==> config.mk <==
export PLATFORM = sky130hd
export DESIGN_NAME = part_fifo16x4
export DESIGN_NICKNAME = d
export VERILOG_FILES = /design/src/rtl/part_fifo16x4.sv
export SDC_FILE = /design/constraint.sdc
export NUM_CORES = 1
export LEC_CHECK = 0
export ABC_AREA = 1
export ABC_CLOCK_PERIOD_IN_PS = 3840
export BUFFER_PORTS_ARGS = -buffer_cell sky130_fd_sc_hd__buf_2
export CAP_MARGIN = 30
export CORE_MARGIN = 1.5
export CORE_UTILIZATION = 30
export DETAILED_ROUTE_END_ITERATION = 10
export GPL_TIMING_DRIVEN = 0
export HOLD_SLACK_MARGIN = 0.12
export PLACE_DENSITY = 0.5
export SETUP_SLACK_MARGIN = 0.1
export SYNTH_ARGS = -nofsm -noshare
export SYNTH_HDL_FRONTEND = slang
export SYNTH_SLANG_ARGS = --single-unit
==> constraint.sdc <==
create_clock -name CLK -period 3.84 [get_ports CLK]
set_input_delay 0.576 -clock CLK [delete_from_list [all_inputs] [get_ports CLK]]
set_output_delay 0.576 -clock CLK [all_outputs]
set_load 0.005 [all_outputs]
==> src/rtl/part_fifo16x4.sv <==
// Single-clock first-word-fall-through nibble FIFO (16x4) feeding a quad register stage.
// Define FIFO_HALF_FLAG_EN to add the registered HALF (COUNT >= DEPTH/2) output.
module part_fifo16x4 #(
  parameter int unsigned WIDTH = 4,
  parameter int unsigned DEPTH = 16,
  parameter int unsigned AW    = 4
) (
  input  logic             CLK,
  input  logic             RESET,
  input  logic [WIDTH-1:0] D,
  input  logic             SHIFT_IN,
  input  logic             SHIFT_OUT,
  output logic [WIDTH-1:0] Q,
  output logic             IR,
  output logic             OR,
`ifdef FIFO_HALF_FLAG_EN
  output logic             HALF,
`endif
  output logic [AW:0]      COUNT
);

  localparam logic [AW:0]   FullCount = (AW + 1)'(DEPTH);
  localparam logic [AW:0]   CntOne    = (AW + 1)'(1);
  localparam logic [AW-1:0] PtrOne    = AW'(1);

  logic [WIDTH-1:0] mem [DEPTH];
  logic [AW-1:0]    wptr_q, rptr_q;
  logic [AW:0]      count_q, count_d;
  logic             ir_q, or_q;
  logic             push, pop;

  // Requests are gated by the registered (pre-edge) flags.
  always_comb begin
    push    = SHIFT_IN && ir_q;
    pop     = SHIFT_OUT && or_q;
    count_d = count_q;
    if (push && !pop) begin
      count_d = count_q + CntOne;
    end else if (pop && !push) begin
      count_d = count_q - CntOne;
    end
  end

  always_ff @(posedge CLK) begin
    if (RESET) begin
      wptr_q  <= '0;
      rptr_q  <= '0;
      count_q <= '0;
      ir_q    <= 1'b1;
      or_q    <= 1'b0;
    end else begin
      if (push) begin
        wptr_q <= wptr_q + PtrOne;
      end
      if (pop) begin
        rptr_q <= rptr_q + PtrOne;
      end
      count_q <= count_d;
      ir_q    <= (count_d != FullCount);
      or_q    <= (count_d != '0);
    end
  end

  // Storage is deliberately left uncleared by reset.
  always_ff @(posedge CLK) begin
    if (push && !RESET) begin
      mem[wptr_q] <= D;
    end
  end

`ifdef FIFO_HALF_FLAG_EN
  localparam logic [AW:0] HalfCount = (AW + 1)'(DEPTH / 2);
  logic half_q;

  always_ff @(posedge CLK) begin
    if (RESET) begin
      half_q <= 1'b0;
    end else begin
      half_q <= (count_d >= HalfCount);
    end
  end

  assign HALF = half_q;
`endif

  assign Q     = or_q ? mem[rptr_q] : '0;
  assign IR    = ir_q;
  assign OR    = or_q;
  assign COUNT = count_q;

endmodule

==> results.md, run 1 <==
- Synth unique cells: 31
- Antenna-violating nets left: 0
- Period utilisation layout: approximately 64%
- FP Rows: 40
- Port Buffers: 18
- Die height: between 100 and 150 microns
- Initial core utilization: between 30% and 40%
- Crit-path max FO: 9
- # resized after CTS: 0
- Final GP Congestion: around 0.8
- Initial antenna violation count: 0
- Final setup fails: 0
- FMAX: 407 MHz
- Worst Tran Pin Value: about 0.7 ns
- Mean Syn Cell Area: 10.8 sq um
- Hold path depth: 1
- R2R Path End: mem[11][3]
- Global-route wire length before repair: around 14 mm
- # diodes: 0
- Post-Route WL: about 8.3 mm
- H-tree depth: 3
- Clock tree sinks: 83
- Fin nets: about 380
- Clk Latency, worst-skew pair: between 0.3 and 0.4 ns
- Total iterations of the first detailed-routing run: 4
- Critical Path AT: roughly 1.9 ns
- Crit end category: primary output
- Area delta synth->final: 16.5%
- Mean routed wirelength per cell: approximately 16 microns
- Synth top area share: a little over half
- Crit path kind: reg -> out
- Max-Slew Margin vs Limit: between 50% and 60%
- Internal reg-to-reg setup slack: approximately 2.1 ns
- Internal: ~1.8 mW
- Synth Cell Area: between 0.003 and 0.004 sq mm
- Post-Syn Instances: between 300 and 400
- Die Wd: approximately 110 microns
- Sequential power share: 40.9%
- Hold WC Path Type: reg -> reg
- Commonest non-fill, non-tap cell in the layout: nor2_1
- Power per cell area: ~610 mW/mm^2
- Combinational power share: 23.3%
- CTS Buf Count: 9
- Die ar.: ~0.013 sq mm
- Data required time of the critical path: roughly 3.3 ns
- Commonest cells after routing, fill and taps aside: nor2_1 (68), edfxtp_1 (64), o21ai_0 (23), nand3_1 (21), nand2_1 (21)
- CTS tree: built
- Starting DRT DRC Count: 167
- Root Driver: clkbuf_16
- Slew Viols, Final: 0
- Vias per cell: roughly 4.7
- Leak: 1.53 nW
- Clk buf depth: 2
- Clock Power Share: approximately 36%
- Final hold violations: 0
- Post-CTS Setup Inserts: 0
- Clock Skew: about 0.0068 ns
- Reg2Reg Launch Point: IR
- Worst Hold End: rptr_q[3]
- Largest net degree at the start of global routing: 17
- Via count: 2433
- Biggest area consumer among synthesized cells: edfxtp_1
- RSZ-0062 raised after global routing: false
- Yosys Warn Count: 0
- Grt ovf: 0
- Total track usage: ~14%
- Synthesized flop and latch total: between 80 and 90
- Clk pin slew, worst setup/hold paths: roughly 0.060 ns
- Top post-synthesis cells by area: edfxtp_1 (53%), dfxtp_1 (10%), nor2_1 (7.0%)
- NetSw: around 0.79 mW
- Vias in the first global route: between 2000 and 2500
- R2R cell count: 4
- Dpl hpwl: between 5 and 6 mm
- Post-synth EDFFs: 64
- Worst hold start: rptr_q[3]
- Post-synthesis sequential area ratio: between 60 and 70%
- Fill cells: 1207
- Startpoint types: register
- Ports: 19
- Hold_buf cts: 0
- DRC Markers: 0
- Fin util: between 30% and 40%
- Status: finished clean
- Final Critical Period: between 2 and 2.5 ns
- Syn Nets: between 300 and 400
- Placement Cell Area: between 0.003 and 0.004 sq mm
- Switching Share: between 30% and 40%
- Share of layout cells above drive strength 1: 19.2%
- Asr flop ratio synth: 0%
- Core footprint: 0.0119 sq mm
- Post-route cell area: approximately 0.0042 sq mm
- Setup tns final: 0 ns
- Peak VDD IR: 0.000238 V
- Top_reg_cell synth: edfxtp_1
- MaxCap Viol Count: 0
## cells in the mapped netlist, types with 2 or more instances
| library cell | number |
|---|---|
| o21ai_0 | 23 |
| nor2_1 | 68 |
| nand2_1 | 21 |
| ha_1 | 7 |
| nand2_2 | 10 |
| dfxtp_1 | 19 |
| buf_6 | 2 |
| buf_4 | 7 |
| buf_2 | 2 |
| o21ai_1 | 14 |
| clkbuf_1 | 2 |
| nor3_1 | 5 |
| nand3_1 | 21 |
| edfxtp_1 | 64 |
| nor2_2 | 2 |
| inv_1 | 20 |
| o211ai_1 | 13 |
| o211ai_2 | 2 |
| xor2_1 | 2 |
| nand2_4 | 3 |
| nand3_2 | 2 |
| a21oi_1 | 17 |
## cell type report
type / count / area (sq um) / share of cell area (%)
Timing Repair Buffer: 18 / 90.1 / 2.13
Multi-Input combinational cell: 215 / 1140 / 26.9
Sequential cell: 83 / 2300 / 54.4
Clock buffer: 9 / 225 / 5.32
Tap cell: 147 / 184 / 4.34
Clock inverter: 7 / 101 / 2.39
Inverter: 24 / 98.8 / 2.33
Buffer: 13 / 92.6 / 2.19
## per-stage QoR
step	total power [mW]	instances	setup slack, ns	hold slack (ns)
after floorplan	1.49	335	2.22	0.412
after detailed placement	1.69	500	1.77	0.433
final	2.60	516	1.38	0.445
after global placement	1.69	500	1.78	0.429
after global routing	2.73	516	1.24	0.467
after CTS	2.62	516	1.41	0.445
## worst max-delay path, cell delays in order, from the launching register on
cell      delay, ns
dfxtp_1        0.31
clkbuf_1       0.38
inv_2          0.22
o211ai_1       0.21
nand3_1        0.12
a21oi_1        0.17
buf_2          0.13
## state kept, by name, indices dropped and copies added, names as in the netlist, named ones only
signal  flops
mem        64
COUNT       5
rptr_q      4
wptr_q      4
IR          1
OR          1
## metal layers
layer / part of all wire, % / GRT usage (%) / routed length, microns / vias to the layer above
met5: 0 / 0 / 0 / -
met4: 0.42 / 5.08 / 35 / 0
met3: 4.1 / 2.95 / 341 / 2
met2: 48 / 23.2 / 4000 / 51
met1: 47 / 19.0 / 3960 / 1153
li1: - / - / - / 1227
## worst max path at each step
stage,from,to,slack (ns),depth (start not counted)
after floorplan,register,Q[0],2.22,7
after global placement,register,Q[3],1.78,6
after detailed placement,register,Q[0],1.77,6
after CTS,register,Q[0],1.41,6
after global routing,register,Q[1],1.24,7
final,register,Q[0],1.38,6
## power by group through the flow
stage               Sequential (mW)  Clock [mW]  Combinational (mW)
floorplan                      1.08           0               0.417
global placement               1.08           0               0.605
detailed placement             1.08           0               0.608
CTS                            1.06       0.945               0.612
global route                   1.07       0.979               0.684
finish                         1.06       0.929               0.606
## cell families (layout without fill, tap and decap cells)
| family | count (synthesis) | count (layout) | share of synthesized area (%) |
|---|---|---|---|
| DFF | 83 | 83 | 63.3 |
| xor gates and xnor gates | 3 | 3 | 0.930 |
| adders and majority gates | 7 | 7 | 2.41 |
| buffers and inverters | 37 | 71 | 5.27 |
| and+or+nand+nor | 135 | 135 | 17.0 |
| AOI/OAI and AO/OA | 70 | 70 | 11.0 |
(Power assumes the default switching activity.)
==> run 2: changes to the inputs <==
- ABC_CLOCK_PERIOD_IN_PS: 3840 -> 2090
- PLACE_DENSITY: 0.5 -> 0.52
- clock period: 3.84 -> 2.09 ns (I/O delays scaled with it)
==> run 2 against run 1 <==
Effect of this change:
- wire length increased by 5.0%
- clock power increased by 63%
- worst setup slack got worse by 1.3 ns
- critical path depth increased by 3
- non-clock buffer count increased by 13
- flip-flop and latch count unchanged
- die area unchanged
- critical endpoint is now Q[2]
- largest cell class unchanged
==> results.md, run 2 (same netlist as run 1, synthesis figures left out) <==
- Post-Route WL: 8.76 mm (+5.0%)
- Setup tns final: 0 ns (unchanged)
- Commonest non-fill, non-tap cell in the layout: nor2_1
- Hold path depth: 3 (+2)
- Startpoint types: register
- Hold_buf cts: 0 (unchanged)
- Critical Path AT: 1.74 ns (-0.14 ns)
- Total chip power: 4.90 mW (+89%)
- Post-Place Setup Slack: 0.345 ns (-1.43 ns)
- RSZ-0062 raised after global routing: true
- MaxCap Viol Count: 0 (unchanged)
- Top Metal Used: met4
- Leak: 1.67 nW (+8.7%)
- Clk Latency, worst-skew pair: 0.33 ns (about the same)
- R2R cell count: 4 (unchanged)
- Die Wd: 113 microns (unchanged)
- Internal reg-to-reg setup slack: 0.44 ns (-1.66 ns)
- Clk pin slew, worst setup/hold paths: 0.06 ns (about the same)
- Largest reg by FF count: mem
- Die height: 113 microns (unchanged)
- Layout Cells excl Fill: 528 (+2.3%)
- R2R Path End: mem[11][1]
- Final hold violations: 0 (unchanged)
- CTS Buf Count: 9 (unchanged)
- Reg2Reg Launch Point: IR
- Commonest cells after routing, fill and taps aside: nor2_1 (65), edfxtp_1 (64), nand3_1 (21), nand2_1 (21)
- Port Buffers: 18 (unchanged)
- Root Driver: clkbuf_16
- Wl on met1: 3.91 mm (-1.1%)
- Mean routed wirelength per cell: 16.6 microns (+2.6%)
- WL met2: 4.18 mm (+4.4%)
- Max-Slew Margin vs Limit: 59.8% (+6.7 points)
- DRC Markers: 0 (unchanged)
- Crit path kind: reg -> out
- Worst Tran Pin Value: 0.599 ns (-0.0997 ns)
- Initial antenna violation count: 0 (unchanged)
- Final worst setup slack: 0.0337 ns (-1.35 ns)
- Crit end category: primary output
- Starting DRT DRC Count: 224 (+34%)
- Antenna-violating nets left: 0 (unchanged)
- Worst Hold End: wptr_q[0]
- Total iterations of the first detailed-routing run: 4 (unchanged)
- Clk buf depth: 2 (unchanged)
- Die ar.: 0.0128 sq mm (unchanged)
- Power per cell area: 1090 mW/mm^2 (+77%)
- FMAX: approximately 500 MHz
- DR WL met3: 550 microns (+61%)
- Fin util: 37.8% (+2.3 points)
- Initial core utilization: 30.5% (unchanged)
- Area delta synth->final: 24.0%
- Crit-path max FO: 8 (-1)
- Placement Cell Area: 0.00391 sq mm (unchanged)
- Post-Place Cells: 500 (unchanged)
- Ports: 19 (unchanged)
- Hold WC Path Type: in -> reg
- Final hold slack: 0.335 ns (-0.110 ns)
- Grt ovf: 0 (unchanged)
- Post-route cell area: 0.00451 sq mm (+6.4%)
- # diodes: 0 (unchanged)
- Final Critical Period: around 2 ns
- Fin nets: 392 (+3.4%)
- Data required time of the critical path: 1.78 ns (-1.48 ns)
- Largest register FFs: 64 (unchanged)
- Share of layout cells above drive strength 1: 24.9% (+5.7 points)
- Dpl hpwl: 5.54 mm (-4.1%)
- Fill cells: 1167 (-3.3%)
- Vias per cell: 4.83 (+2.3%)
- Core footprint: 0.0119 sq mm (unchanged)
- H-tree depth: 3 (unchanged)
- Status: finished clean
- Period utilisation layout: 98.4%
- FP Rows: 40 (unchanged)
- CTS tree: built
- Worst hold start: SHIFT_IN
- Total track usage: 13.7% (-0.59 points)
- Global-route wire length before repair: 13.2 mm (-3.6%)
- Clock tree sinks: 83 (unchanged)
- Final setup fails: 0 (unchanged)
- Largest net degree at the start of global routing: 17 (unchanged)
- Slew Viols, Final: 0 (unchanged)
- Clock Skew: 0.00549 ns (-0.00131 ns)
- Vias in the first global route: 2374 (-3.0%)
- Via count: 2548 (+4.7%)
- Final GP Congestion: 0.805 (+0.56%)
- Peak VDD IR: 0.000465 V (+96%)
[run 2: repair_timing]
action,in CTS,in global routing
gates resized for setup,20,19
endpoints found under the setup margin,4,4
gates cloned,2,5
pin swaps,8,12
setup buffers,5,1
[run 2: worst max-delay path, cell delays in order, from the launching register on]
cell and delay [ns]:
dfxtp_2 0.34, buf_12 0.14, buf_8 0.15, nor2_2 0.05, nor2_2 0.11, o21ai_2 0.07
o211ai_1 0.11, nand3_1 0.15, a21oi_2 0.16, buf_2 0.13
[run 2: cell type report]
type	count	area (sq um)	share of cell area [%]
buffer	13	161	3.58
sequential	83	2300	51.1
multi-input combinational	215	1180	26.1
inverter	24	105	2.33
clock inverter	6	57.6	1.28
timing repair buffer	31	293	6.50
tap	147	184	4.08
clock buffer	9	225	5.00
[run 2: how the worst max path moves through the flow]
stage | start | endpoint | slack, ns | cells after the start
2_1_floorplan | COUNT[0] | OR | 0.70 | 8
4_1_cts | register | Q[1] | 0.07 | 7
6_report | register | Q[2] | 0.03 | 9
3_3_place_gp | register | Q[1] | 0.32 | 7
5_1_grt | register | Q[2] | -0.06 | 9
3_5_place_dp | register | Q[3] | 0.35 | 7
[run 2: power by group]
group / switching [mW] / internal (mW) / leakage, nW
sequential: 0.0944 / 1.87 / 0.733
clock: 0.599 / 0.909 / 0.142
combinational: 0.793 / 0.635 / 0.790
total: 1.49 / 3.41 / 1.67
[run 2: layer usage]
metal / vias to the layer above / GRT usage, %
li1: 1251 / -
met1: 1197 / 18.2
met2: 87 / 22.3
met3: 13 / 3.11
met4: 0 / 4.25
met5: - / 0
